**src/rtl/rissy_seq_ctrl_if.sv**
```systemverilog
// Bundle of the sequencer's memory-port, register-file and ALU signals.
// The master side is the sequencer; the slave side is the surrounding core.
interface rissy_seq_ctrl_if;
  logic        imem_req;
  logic        imem_ack;
  logic [15:0] imem_rdata;

  logic        dmem_req;
  logic        dmem_we;
  logic [15:0] dmem_addr;
  logic [15:0] dmem_wdata;
  logic        dmem_ack;
  logic [15:0] dmem_rdata;

  logic [15:0] rf_data_a;
  logic [15:0] rf_data_b;
  logic [15:0] alu_result;
  logic [2:0]  rf_ra_add;
  logic [2:0]  rf_rb_add;
  logic        rf_w_en;
  logic [2:0]  rf_write_add;
  logic [15:0] rf_write_data;
  logic        rf_pc_inc;
  logic [2:0]  alu_op;

  logic        halted;
  logic        fault;

  modport master (
    output imem_req, dmem_req, dmem_we, dmem_addr, dmem_wdata,
           rf_ra_add, rf_rb_add, rf_w_en, rf_write_add, rf_write_data,
           rf_pc_inc, alu_op, halted, fault,
    input  imem_ack, imem_rdata, dmem_ack, dmem_rdata,
           rf_data_a, rf_data_b, alu_result
  );

  modport slave (
    input  imem_req, dmem_req, dmem_we, dmem_addr, dmem_wdata,
           rf_ra_add, rf_rb_add, rf_w_en, rf_write_add, rf_write_data,
           rf_pc_inc, alu_op, halted, fault,
    output imem_ack, imem_rdata, dmem_ack, dmem_rdata,
           rf_data_a, rf_data_b, alu_result
  );
endinterface

```
**src/rtl/rissy_seq_ctrl.sv**
```systemverilog
// Multi-cycle sequencer for the 16-bit Rissy core: fetch, decode, execute,
// memory access and writeback, with a bus-wait timeout into a sticky fault.
module rissy_seq_ctrl #(
  parameter int TIMEOUT = 255
) (
  input  logic             clk,
  input  logic             rst,
  rissy_seq_ctrl_if.master bus
);

  typedef enum logic [2:0] {
    S_FETCH, S_DECODE, S_EXEC, S_MEM, S_WB, S_HALT, S_FAULT
  } state_t;

  localparam logic [3:0] OP_LOAD  = 4'h8;
  localparam logic [3:0] OP_STORE = 4'h9;
  localparam logic [3:0] OP_BEQZ  = 4'hC;
  localparam logic [3:0] OP_HALT  = 4'hF;

  // Last wait cycle that may still end in an ack; no ack here means fault.
  localparam logic [7:0] WAIT_LAST = 8'(TIMEOUT - 1);

  state_t      state;
  logic [15:0] ir;
  logic [15:0] opa;
  logic [15:0] opb;
  logic [15:0] res;
  logic [7:0]  wait_cnt;

  logic [3:0]  op;
  logic [2:0]  rd;
  logic        wait_expired;
  logic        ir_low_unused;

  assign op            = ir[15:12];
  assign rd            = ir[11:9];
  assign wait_expired  = (wait_cnt == WAIT_LAST);
  assign ir_low_unused = ^ir[2:0];

  // NOTE: every register here is updated with <= so all of them see the
  // pre-edge values of state/ir, regardless of statement order.
  always_ff @(posedge clk) begin
    if (rst) begin
      state    <= S_FETCH;
      ir       <= '0;
      opa      <= '0;
      opb      <= '0;
      res      <= '0;
      wait_cnt <= '0;
    end else begin
      case (state)
        S_FETCH: begin
          if (bus.imem_ack) begin
            ir       <= bus.imem_rdata;
            wait_cnt <= '0;
            state    <= S_DECODE;
          end else if (wait_expired) begin
            state <= S_FAULT;
          end else begin
            wait_cnt <= wait_cnt + 8'd1;
          end
        end

        S_DECODE: state <= S_EXEC;

        S_EXEC: begin
          opa      <= bus.rf_data_a;
          opb      <= bus.rf_data_b;
          res      <= bus.alu_result;
          wait_cnt <= '0;
          if (!op[3]) begin
            state <= S_WB;
          end else begin
            case (op)
              OP_LOAD, OP_STORE: state <= S_MEM;
              OP_BEQZ:           state <= (bus.rf_data_a == 16'h0000) ? S_WB : S_FETCH;
              OP_HALT:           state <= S_HALT;
              default:           state <= S_FETCH;
            endcase
          end
        end

        S_MEM: begin
          if (bus.dmem_ack) begin
            wait_cnt <= '0;
            if (op == OP_LOAD) begin
              res   <= bus.dmem_rdata;
              state <= S_WB;
            end else begin
              state <= S_FETCH;
            end
          end else if (wait_expired) begin
            state <= S_FAULT;
          end else begin
            wait_cnt <= wait_cnt + 8'd1;
          end
        end

        S_WB: begin
          wait_cnt <= '0;
          state    <= S_FETCH;
        end

        S_HALT:  state <= S_HALT;
        S_FAULT: state <= S_FAULT;
        default: state <= S_FAULT;
      endcase
    end
  end

  // Moore outputs: pure decodes of the state register and captured operands.
  assign bus.imem_req      = (state == S_FETCH);
  assign bus.rf_pc_inc     = (state == S_DECODE);
  assign bus.dmem_req      = (state == S_MEM);
  assign bus.dmem_we       = (state == S_MEM) && (op == OP_STORE);
  assign bus.dmem_addr     = opa;
  assign bus.dmem_wdata    = opb;
  assign bus.rf_w_en       = (state == S_WB);
  assign bus.rf_write_add  = (op == OP_BEQZ) ? 3'd7 : rd;
  assign bus.rf_write_data = (op == OP_BEQZ) ? opb  : res;
  assign bus.rf_ra_add     = ir[8:6];
  assign bus.rf_rb_add     = ir[5:3];
  assign bus.alu_op        = ir[14:12];
  assign bus.halted        = (state == S_HALT);
  assign bus.fault         = (state == S_FAULT);

endmodule

```
**src/flat_wrapper.sv**
```systemverilog
// flat-port wrapper written by rule: the top's interface ports become plain ports
module rissy_seq_ctrl_flat 
#(
  parameter int TIMEOUT = 255
)
  (clk, rst, bus_imem_req, bus_dmem_req, bus_dmem_we, bus_dmem_addr, bus_dmem_wdata, bus_rf_ra_add, bus_rf_rb_add, bus_rf_w_en, bus_rf_write_add, bus_rf_write_data, bus_rf_pc_inc, bus_alu_op, bus_halted, bus_fault, bus_imem_ack, bus_imem_rdata, bus_dmem_ack, bus_dmem_rdata, bus_rf_data_a, bus_rf_data_b, bus_alu_result);
  rissy_seq_ctrl_if bus_i ();
  input  logic clk;
  input  logic rst;
  output wire logic [$bits(bus_i.imem_req)-1:0] bus_imem_req;
  output wire logic [$bits(bus_i.dmem_req)-1:0] bus_dmem_req;
  output wire logic [$bits(bus_i.dmem_we)-1:0] bus_dmem_we;
  output wire logic [$bits(bus_i.dmem_addr)-1:0] bus_dmem_addr;
  output wire logic [$bits(bus_i.dmem_wdata)-1:0] bus_dmem_wdata;
  output wire logic [$bits(bus_i.rf_ra_add)-1:0] bus_rf_ra_add;
  output wire logic [$bits(bus_i.rf_rb_add)-1:0] bus_rf_rb_add;
  output wire logic [$bits(bus_i.rf_w_en)-1:0] bus_rf_w_en;
  output wire logic [$bits(bus_i.rf_write_add)-1:0] bus_rf_write_add;
  output wire logic [$bits(bus_i.rf_write_data)-1:0] bus_rf_write_data;
  output wire logic [$bits(bus_i.rf_pc_inc)-1:0] bus_rf_pc_inc;
  output wire logic [$bits(bus_i.alu_op)-1:0] bus_alu_op;
  output wire logic [$bits(bus_i.halted)-1:0] bus_halted;
  output wire logic [$bits(bus_i.fault)-1:0] bus_fault;
  input wire logic [$bits(bus_i.imem_ack)-1:0] bus_imem_ack;
  input wire logic [$bits(bus_i.imem_rdata)-1:0] bus_imem_rdata;
  input wire logic [$bits(bus_i.dmem_ack)-1:0] bus_dmem_ack;
  input wire logic [$bits(bus_i.dmem_rdata)-1:0] bus_dmem_rdata;
  input wire logic [$bits(bus_i.rf_data_a)-1:0] bus_rf_data_a;
  input wire logic [$bits(bus_i.rf_data_b)-1:0] bus_rf_data_b;
  input wire logic [$bits(bus_i.alu_result)-1:0] bus_alu_result;
  assign bus_imem_req = bus_i.imem_req;
  assign bus_dmem_req = bus_i.dmem_req;
  assign bus_dmem_we = bus_i.dmem_we;
  assign bus_dmem_addr = bus_i.dmem_addr;
  assign bus_dmem_wdata = bus_i.dmem_wdata;
  assign bus_rf_ra_add = bus_i.rf_ra_add;
  assign bus_rf_rb_add = bus_i.rf_rb_add;
  assign bus_rf_w_en = bus_i.rf_w_en;
  assign bus_rf_write_add = bus_i.rf_write_add;
  assign bus_rf_write_data = bus_i.rf_write_data;
  assign bus_rf_pc_inc = bus_i.rf_pc_inc;
  assign bus_alu_op = bus_i.alu_op;
  assign bus_halted = bus_i.halted;
  assign bus_fault = bus_i.fault;
  assign bus_i.imem_ack = bus_imem_ack;
  assign bus_i.imem_rdata = bus_imem_rdata;
  assign bus_i.dmem_ack = bus_dmem_ack;
  assign bus_i.dmem_rdata = bus_dmem_rdata;
  assign bus_i.rf_data_a = bus_rf_data_a;
  assign bus_i.rf_data_b = bus_rf_data_b;
  assign bus_i.alu_result = bus_alu_result;
  rissy_seq_ctrl #(.TIMEOUT(TIMEOUT)) u_core (.clk(clk), .rst(rst), .bus(bus_i));
endmodule
```
**config.mk**
```make
export PLATFORM = sky130hd
export DESIGN_NAME = rissy_seq_ctrl_flat
export DESIGN_NICKNAME = d
export VERILOG_FILES = /design/src/rtl/rissy_seq_ctrl_if.sv /design/src/rtl/rissy_seq_ctrl.sv /design/src/flat_wrapper.sv
export SDC_FILE = /design/constraint.sdc
export NUM_CORES = 1
export LEC_CHECK = 0
export ABC_AREA = 0
export CAP_MARGIN = 40
export CORE_ASPECT_RATIO = 2
export CORE_UTILIZATION = 35
export CTS_BUF_LIST = sky130_fd_sc_hd__clkbuf_16
export DETAILED_ROUTE_END_ITERATION = 10
export DONT_BUFFER_PORTS = 1
export PLACE_DENSITY = 0.52
export SLEW_MARGIN = 20
export SYNTH_ARGS = -nofsm -noshare
export SYNTH_HDL_FRONTEND = slang
export SYNTH_SLANG_ARGS = --single-unit
```
**constraint.sdc**
```tcl
create_clock -name clk -period 1.8 [get_ports clk]
set_clock_uncertainty 0.05 [all_clocks]
set_input_delay 0.27 -clock clk [delete_from_list [all_inputs] [get_ports clk]]
set_output_delay 0.27 -clock clk [all_outputs]
set_load 0.005 [all_outputs]
```
==> metrics.txt, run 1 <==
# TYPE chip_impl_metric gauge
chip_impl_info{name="synth-main-ff-cell",value="dfxtp_1"} 1
chip_impl_metric{name="pin_count",unit=""} 151
chip_impl_metric{name="setup_viol_count_final",unit=""} 19
chip_impl_metric{name="floorplan.initialDensity",unit="%"} 36.0
chip_impl_info{name="endpoint_kind",value="output pin"} 1
chip_impl_metric{name="synth_top_area_share",unit="%"} 42.6
chip_impl_metric{name="number_of_buffers_created_by_cts",unit=""} 9
chip_impl_metric{name="crit_path_max_fanout",unit=""} 8
chip_impl_info{name="yosysMostFrequentCell",value="nand2_1"} 1
chip_impl_metric{name="seqPwrFrac",unit="%"} 45.3
chip_impl_metric{name="grt_first_pass_wirelength",unit="um"} 14500
chip_impl_metric{name="drt.antenna.violating_nets",unit=""} 0
chip_impl_metric{name="ctsHtreeMaxLevel",unit=""} 3
chip_impl_metric{name="wl_met1",unit="um"} 3460
chip_impl_metric{name="wl_per_cell",unit="um"} 17.6
chip_impl_metric{name="synth.yosys.seq_area_share",unit="%"} 42.6
chip_impl_metric{name="maxSlewHeadroom",unit="%"} 71.0
chip_impl_info{name="cp_cell_sequence",value="nor4bb_4 -> buf_4 -> buf_16 -> mux2_4"} 1
chip_impl_metric{name="number_of_antenna_violations_at_the_first_check_in_global_routing",unit=""} 0
chip_impl_metric{name="design.core.area",unit="um^2"} 9380
chip_impl_metric{name="worst_skew_late_latency",unit="ns"} 0.33
chip_impl_metric{name="cts_num_sinks",unit=""} 72
chip_impl_metric{name="timing.final.crit_share",unit="%"} 108
chip_impl_metric{name="cp_slowest_stage_delay",unit="ns"} 0.33
chip_impl_metric{name="gp_routability_congestion",unit=""} 0.792
chip_impl_info{name="crit_path_start_kind",value="flop"} 1
chip_impl_info{name="highest_layer",value="met4"} 1
chip_impl_metric{name="fin_nets",unit=""} 510
chip_impl_metric{name="power.switching_fraction",unit="%"} 27.1
chip_impl_metric{name="drive_gt1_share",unit="%"} 19.6
chip_impl_metric{name="first_pass_iters",unit=""} 4
chip_impl_metric{name="yosys.cell_types.count",unit=""} 41
chip_impl_metric{name="numPlacedInstances",unit=""} 507
chip_impl_metric{name="tightest_slew",unit="ns"} 0.434
chip_impl_metric{name="max_cap_violations",unit=""} 0
chip_impl_metric{name="layout_setup_ws",unit="ns"} -0.145
chip_impl_metric{name="totalNegativeSetupSlack",unit="ns"} -2.30
chip_impl_info{name="cpMaxStageDelayCell",value="dfxtp_2"} 1
chip_impl_metric{name="wl",unit="um"} 9390
chip_impl_metric{name="clk_pin_slew",unit="ns"} 0.05
chip_impl_metric{name="achievable-frequency",unit="GHz"} 0.514
chip_impl_metric{name="first_global_vias",unit=""} 2867
chip_impl_metric{name="postSynth.asyncResetShare",unit="%"} 0
chip_impl_metric{name="floorplan_row_count",unit=""} 50
chip_impl_metric{name="dr_wl_met3",unit="um"} 654
chip_impl_metric{name="areaGrowthSynthToFinish",unit="%"} 20.1
chip_impl_metric{name="critical_path_arrival",unit="ns"} 1.63
chip_impl_metric{name="synth-warning-count",unit=""} 0
chip_impl_metric{name="dr_total_vias",unit=""} 2981
chip_impl_info{name="clock_tree_from_tritoncts",value="done"} 1
chip_impl_metric{name="routed-wl-met2",unit="um"} 5090
chip_impl_metric{name="dieHeight",unit="um"} 141
chip_impl_info{name="root_buffer",value="clkbuf_16"} 1
chip_impl_metric{name="place_hpwl",unit="um"} 6370
chip_impl_metric{name="grt_usage",unit="%"} 19.0
chip_impl_metric{name="power_density",unit="nW/um^2"} 988
chip_impl_info{name="synth_common_cells",value="99 x nand2_1, 72 x dfxtp_1, 68 x a21oi_1"} 1
chip_impl_metric{name="power.static_leakage",unit="nW"} 1.57
chip_impl_metric{name="netlist_area",unit="um^2"} 3380
chip_impl_metric{name="power.internal",unit="mW"} 2.92
chip_impl_metric{name="combPwrFrac",unit="%"} 16.2
chip_impl_info{name="path_class",value="flop to output pin"} 1
chip_impl_metric{name="syn_inst",unit=""} 416
chip_impl_info{name="failed_checks",value="negative setup slack"} 1
chip_impl_info{name="worstHoldPathType",value="primary input to flop"} 1
chip_impl_metric{name="overflow",unit=""} 0
chip_impl_info{name="grt_setup_unrepaired",value="true"} 1
chip_impl_metric{name="finalWorstPathRequiredPeriod",unit="ns"} 1.95
chip_impl_info{name="outcome",value="complete, but fails checks"} 1
chip_impl_metric{name="p_clk_share",unit="%"} 38.6
chip_impl_metric{name="timing_hold_violations_final",unit=""} 0
chip_impl_metric{name="syn_area_per_cell",unit="um^2"} 8.13
chip_impl_metric{name="viasPerCell",unit=""} 5.60
chip_impl_info{name="yosysTopAreaCell",value="dfxtp_1"} 1
chip_impl_metric{name="synth_nets",unit=""} 502
chip_impl_info{name="ys_top_cells_by_area",value="dfxtp_1 43%, nand2_1 11%, a21oi_1 10%"} 1
chip_impl_metric{name="synth-seq-cells",unit=""} 72
chip_impl_metric{name="ir_drop",unit="uV"} 547
chip_impl_metric{name="route.detailed.drc",unit=""} 0
chip_impl_metric{name="grt_max_degree",unit=""} 69
chip_impl_metric{name="power_switching",unit="mW"} 1.09
chip_impl_metric{name="dieWidth",unit="um"} 71.5
chip_impl_metric{name="drt-initial-drc-count",unit=""} 107
chip_impl_metric{name="cp.required",unit="ns"} 1.48
chip_impl_metric{name="synth-edff-count",unit=""} 0
chip_impl_metric{name="io_buffers",unit=""} 0
chip_impl_metric{name="layout.cells.non_filler",unit=""} 532
chip_impl_metric{name="drv_slew",unit=""} 0
chip_impl_metric{name="antenna_cells",unit=""} 0
chip_impl_metric{name="total_power",unit="mW"} 4.01
chip_impl_metric{name="cts_max_path_buffers",unit=""} 2
chip_impl_metric{name="die_area",unit="um^2"} 10100
[registers in the layout, summed over array words and instances, names as in the netlist]
register               cells
u_core.res                16
u_core.wait_cnt            8
u_core.ir                 13
u_core.bus.dmem_wdata     16
u_core.state               3
u_core.bus.dmem_addr      16
[final timing paths]
check / slack (ns) / startpoint / cells past startpoint / end
min: 0.02 / bus_imem_rdata[13] / 2 / u_core.ir[13]$_SDFFE_PP0P_
max reg2reg: 0.10 / u_core.ir[15]$_SDFFE_PP0P_ / 6 / u_core.res[12]$_SDFFE_PP0P_
min reg2reg: 0.40 / u_core.ir[11]$_SDFFE_PP0P_ / 2 / u_core.ir[11]$_SDFFE_PP0P_
max: -0.15 / u_core.ir[15]$_SDFFE_PP0P_ / 4 / bus_rf_write_data[13]
[worst max-delay path: cells and delay by family (launching register included)]
kind / cells / cell delay, ns
buffers and inverters: 2 / 0.32
flip-flops: 1 / 0.33
multiplexers: 1 / 0.31
AND/OR/NAND/NOR: 1 / 0.33
[metrics by stage]
stage / util [%] / instance area [um^2] / worst slack [ns] / hold slack, ns
floorplan: - / 3380 / 0.0642 / 0.356
global placement: 38.1 / 3580 / 0.0768 / 0.296
detailed placement: 38.1 / 3580 / 0.0909 / 0.298
CTS: 43.0 / 4040 / -0.134 / 0.00583
global route: 43.3 / 4060 / -0.223 / 0.00788
finish: 43.3 / 4060 / -0.145 / 0.0217
[logic make-up after synthesis]
family	after synthesis	synth area share, %
AO/OA/AOI/OAI	112	19.3
XOR/XNOR	1	0.259
adder cells (fa/ha/maj)	2	0.740
buffers and inverters	45	6.40
flip-flops	72	42.6
multiplexers	34	10.7
AND/OR/NAND/NOR	150	19.9
[timing repair]
action	in CTS	in global routing
setup endpoints to repair	18	28
hold buffers	2	0
cloned	2	0
pin swaps	1	2
gates resized for setup	27	4
buffers inserted	4	2
hold endpoints to repair	68	0
[layout by cell type (no fill, tap or decap), types with 2 or more instances in the layout]
| master | n |
|---|---|
| or3b_1 | 2 |
| buf_4 | 30 |
| clkbuf_16 | 9 |
| or2_4 | 3 |
| nor3_1 | 4 |
| dfxtp_1 | 67 |
| or2_2 | 2 |
| nand3_1 | 7 |
| nor2_1 | 10 |
| dfxtp_4 | 2 |
| buf_12 | 3 |
| mux2_4 | 16 |
| dfxtp_2 | 3 |
| nor4_1 | 4 |
| clkinv_2 | 2 |
| mux2_2 | 2 |
| o21ai_0 | 10 |
| a22oi_1 | 3 |
| ha_1 | 2 |
| a211oi_1 | 17 |
| clkinv_1 | 2 |
| buf_16 | 3 |
| nand2b_1 | 5 |
| mux2i_1 | 16 |
| o211ai_1 | 2 |
| a21oi_1 | 68 |
| and2_1 | 2 |
| nand2_1 | 99 |
| inv_1 | 5 |
| a31oi_1 | 3 |
| o21a_1 | 2 |
[metal layers]
layer	GRT usage [%]	vias up
li1	-	1459
met1	19.0	1383
met2	35.4	127
met3	5.65	12
met4	8.26	0
met5	0	-
[final cells by class]
cell class,count,area [um^2]
timing repair buffer,38,389
clock buffer,9,225
clock inverter,6,28.8
inverter,4,15.0
multi-input combinational,299,1820
fill,948,5330
sequential,72,1450
tap,104,130
[power groups by stage]
stage	logic (mW)	clock network, mW	registers (mW)
floorplan	0.460	0	1.81
global placement	0.568	0	1.84
detailed placement	0.578	0	1.85
CTS	0.651	1.59	1.82
global route	0.714	1.68	1.83
finish	0.648	1.55	1.82
No activity file was read; power rests on OpenSTA's default activity.
==> inputs of run 2 (changes only) <==
--- a/config.mk
+++ b/config.mk
@@ -13,6 +13,7 @@
 export DETAILED_ROUTE_END_ITERATION = 10
 export DONT_BUFFER_PORTS = 1
 export PLACE_DENSITY = 0.52
+export SETUP_SLACK_MARGIN = 0.3
 export SLEW_MARGIN = 20
 export SYNTH_ARGS = -nofsm -noshare
 export SYNTH_HDL_FRONTEND = slang
==> run 2 against run 1 <==
The run ends with negative hold slack, negative setup slack left. Clock-buffer cell count unchanged. Cell area is 11% higher. Critical path type unchanged. Critical path depth unchanged. Die area is the same. Combinational power rose by 29%. Non-clock buffer count is 3 higher. Register-to-register slack about the same. Largest cell class unchanged. First-iteration DRC count shrank 23%. Wire length rose by 7.7%.
==> metrics.txt, run 2 (synthesis results as in run 1) <==
# TYPE chip_impl_metric gauge
chip_impl_metric{name="worst_hold_margin",unit="ns"} -0.0402
chip_impl_metric{name="number_of_antenna_violations_at_the_first_check_in_global_routing",unit=""} 0
chip_impl_metric{name="totalNegativeSetupSlack",unit="ns"} -1.83
chip_impl_metric{name="postPlaceCellArea",unit="um^2"} 3650
chip_impl_metric{name="cts_num_sinks",unit=""} 72
chip_impl_metric{name="route.detailed.drc",unit=""} 0
chip_impl_info{name="worstHoldPathType",value="primary input to flop"} 1
chip_impl_metric{name="dieWidth",unit="um"} 71.5
chip_impl_metric{name="post-route-util",unit="%"} 48.1
chip_impl_metric{name="power_density",unit="nW/um^2"} 987
chip_impl_info{name="leading_cell_types_in_the_layout_fill_and_taps_excluded",value="95 x nand2_1, 65 x dfxtp_1, 59 x a21oi_1"} 1
chip_impl_metric{name="first_global_vias",unit=""} 2996
chip_impl_metric{name="cp.required",unit="ns"} 1.48
chip_impl_metric{name="viasPerCell",unit=""} 5.67
chip_impl_metric{name="tightest_slew",unit="ns"} 0.330
chip_impl_metric{name="wl",unit="um"} 10100
chip_impl_metric{name="io_buffers",unit=""} 0
chip_impl_metric{name="power.static_leakage",unit="nW"} 1.71
chip_impl_metric{name="areaGrowthSynthToFinish",unit="%"} 33.4
chip_impl_metric{name="drt.antenna.violating_nets",unit=""} 0
chip_impl_metric{name="ctsHtreeMaxLevel",unit=""} 3
chip_impl_metric{name="maxSlewHeadroom",unit="%"} 77.8
chip_impl_metric{name="floorplan_row_count",unit=""} 50
chip_impl_metric{name="gp_routability_congestion",unit=""} 0.740
chip_impl_metric{name="number_of_buffers_created_by_cts",unit=""} 9
chip_impl_metric{name="overflow",unit=""} 0
chip_impl_info{name="most_common_cell_after_layout_fill_and_taps_aside",value="nand2_1"} 1
chip_impl_metric{name="finalWorstPathRequiredPeriod",unit="ns"} 1.93
chip_impl_metric{name="worst_skew_late_latency",unit="ns"} 0.33
chip_impl_metric{name="ir_drop",unit="uV"} 539
chip_impl_metric{name="design.core.area",unit="um^2"} 9380
chip_impl_metric{name="drv_slew",unit=""} 0
chip_impl_metric{name="fin_nets",unit=""} 514
chip_impl_metric{name="dieHeight",unit="um"} 141
chip_impl_info{name="path_class",value="flop to output pin"} 1
chip_impl_info{name="outcome",value="complete, but fails checks"} 1
chip_impl_metric{name="setup_viol_count_final",unit=""} 19
chip_impl_metric{name="filler_cell_count",unit=""} 945
chip_impl_info{name="crit_path_start_kind",value="flop"} 1
chip_impl_info{name="failed_checks",value="negative hold slack, negative setup slack"} 1
chip_impl_metric{name="clk_pin_slew",unit="ns"} 0.06
chip_impl_metric{name="floorplan.initialDensity",unit="%"} 36.0
chip_impl_info{name="grt_setup_unrepaired",value="true"} 1
chip_impl_metric{name="drt-initial-drc-count",unit=""} 82
chip_impl_metric{name="wl_per_cell",unit="um"} 18.8
chip_impl_metric{name="numPlacedInstances",unit=""} 503
chip_impl_metric{name="grt_first_pass_wirelength",unit="um"} 15100
chip_impl_metric{name="dr_total_vias",unit=""} 3046
chip_impl_metric{name="timing_hold_violations_final",unit=""} 31
chip_impl_metric{name="pin_count",unit=""} 151
chip_impl_metric{name="critical_path_arrival",unit="ns"} 1.61
chip_impl_metric{name="post-route-cell-area",unit="um^2"} 4510
chip_impl_metric{name="timing.final.crit_share",unit="%"} 107
chip_impl_metric{name="cts_max_path_buffers",unit=""} 2
chip_impl_metric{name="place_hpwl",unit="um"} 6660
chip_impl_metric{name="die_area",unit="um^2"} 10100
chip_impl_metric{name="first_pass_iters",unit=""} 5
chip_impl_info{name="endpoint_kind",value="output pin"} 1
chip_impl_metric{name="grt_max_degree",unit=""} 75
chip_impl_metric{name="layout.cells.non_filler",unit=""} 537
chip_impl_info{name="root_buffer",value="clkbuf_16"} 1
chip_impl_metric{name="grt_usage",unit="%"} 19.9
chip_impl_metric{name="antenna_cells",unit=""} 0
chip_impl_metric{name="max_cap_violations",unit=""} 0
chip_impl_metric{name="drive_gt1_share",unit="%"} 33.3
chip_impl_metric{name="achievable-frequency",unit="GHz"} 0.519
chip_impl_info{name="clock_tree_from_tritoncts",value="done"} 1
chip_impl_metric{name="crit_path_max_fanout",unit=""} 8
chip_impl_metric{name="layout_setup_ws",unit="ns"} -0.127
## run 2: cell count changes in the layout (fill, tap and decap cells not counted), moves of 9 or more
cell | previous run | this run
o21ai_1 | 0 | 9
a211oi_2 | 0 | 16
o21ai_0 | 10 | 0
a211oi_1 | 17 | 1
buf_4 | 30 | 18
buf_6 | 1 | 12
a21oi_1 | 68 | 59
## run 2: metrics by stage
step	worst slack, ns	power, mW	hold WS [ns]
after floorplan	0.223	2.33	0.348
after global placement	0.147	2.45	0.295
after detailed placement	0.0860	2.46	0.297
after CTS	-0.161	4.47	-0.0637
after global routing	-0.183	4.66	-0.0562
final	-0.127	4.45	-0.0402
## run 2: path summary, 6_finish.rpt
check	start	to	slack, ns	depth (start not counted)
max	u_core.ir[12]$_SDFFE_PP0P_	bus_rf_write_data[4]	-0.13	4
max reg2reg	u_core.state[1]$_SDFF_PP0_	u_core.wait_cnt[0]$_SDFFE_PP0P_	0.10	5
min reg2reg	u_core.ir[11]$_SDFFE_PP0P_	u_core.ir[11]$_SDFFE_PP0P_	0.40	2
min	rst	u_core.bus.dmem_wdata[1]$_SDFFE_PP0P_	-0.04	1
## run 2: per-layer routing
| metal | track usage (%) | share of wire, % | vias to the layer above |
|---|---|---|---|
| li1 | - | - | 1464 |
| met2 | 39.6 | 57 | 109 |
| met4 | 8.05 | 2.2 | 0 |
| met5 | 0 | 0 | - |
| met1 | 18.5 | 35 | 1451 |
| met3 | 4.72 | 5.3 | 22 |
## run 2: report_power, final
group	switching (mW)	internal [mW]	leakage, nW
clock	0.714	1.09	0.152
combinational	0.423	0.411	0.968
sequential	0.102	1.71	0.590
total	1.24	3.21	1.71
## run 2: final cells by class
type                       instances  area [um^2]  share of cell area [%]
timing repair buffer              41          483                    10.7
clock inverter                     7         77.6                    1.72
inverter                           4         15.0                   0.333
multi-input combinational        300         2120                    47.0
tap                              104          130                    2.89
sequential                        72         1460                    32.4
clock buffer                       9          225                    4.99
## run 2: worst max-delay path: stages (launching register included)
cell and delay, ns:
dfxtp_2 0.36, nor4bb_4 0.29, buf_6 0.16, buf_12 0.14
mux2_4 0.32
## run 2: repair_timing
item	in CTS	in global routing
hold endpoints to repair	69	69
pin swaps	35	15
endpoints found under the setup margin	97	53
setup buffers	10	4
gates resized for setup	75	29
cloned	3	1
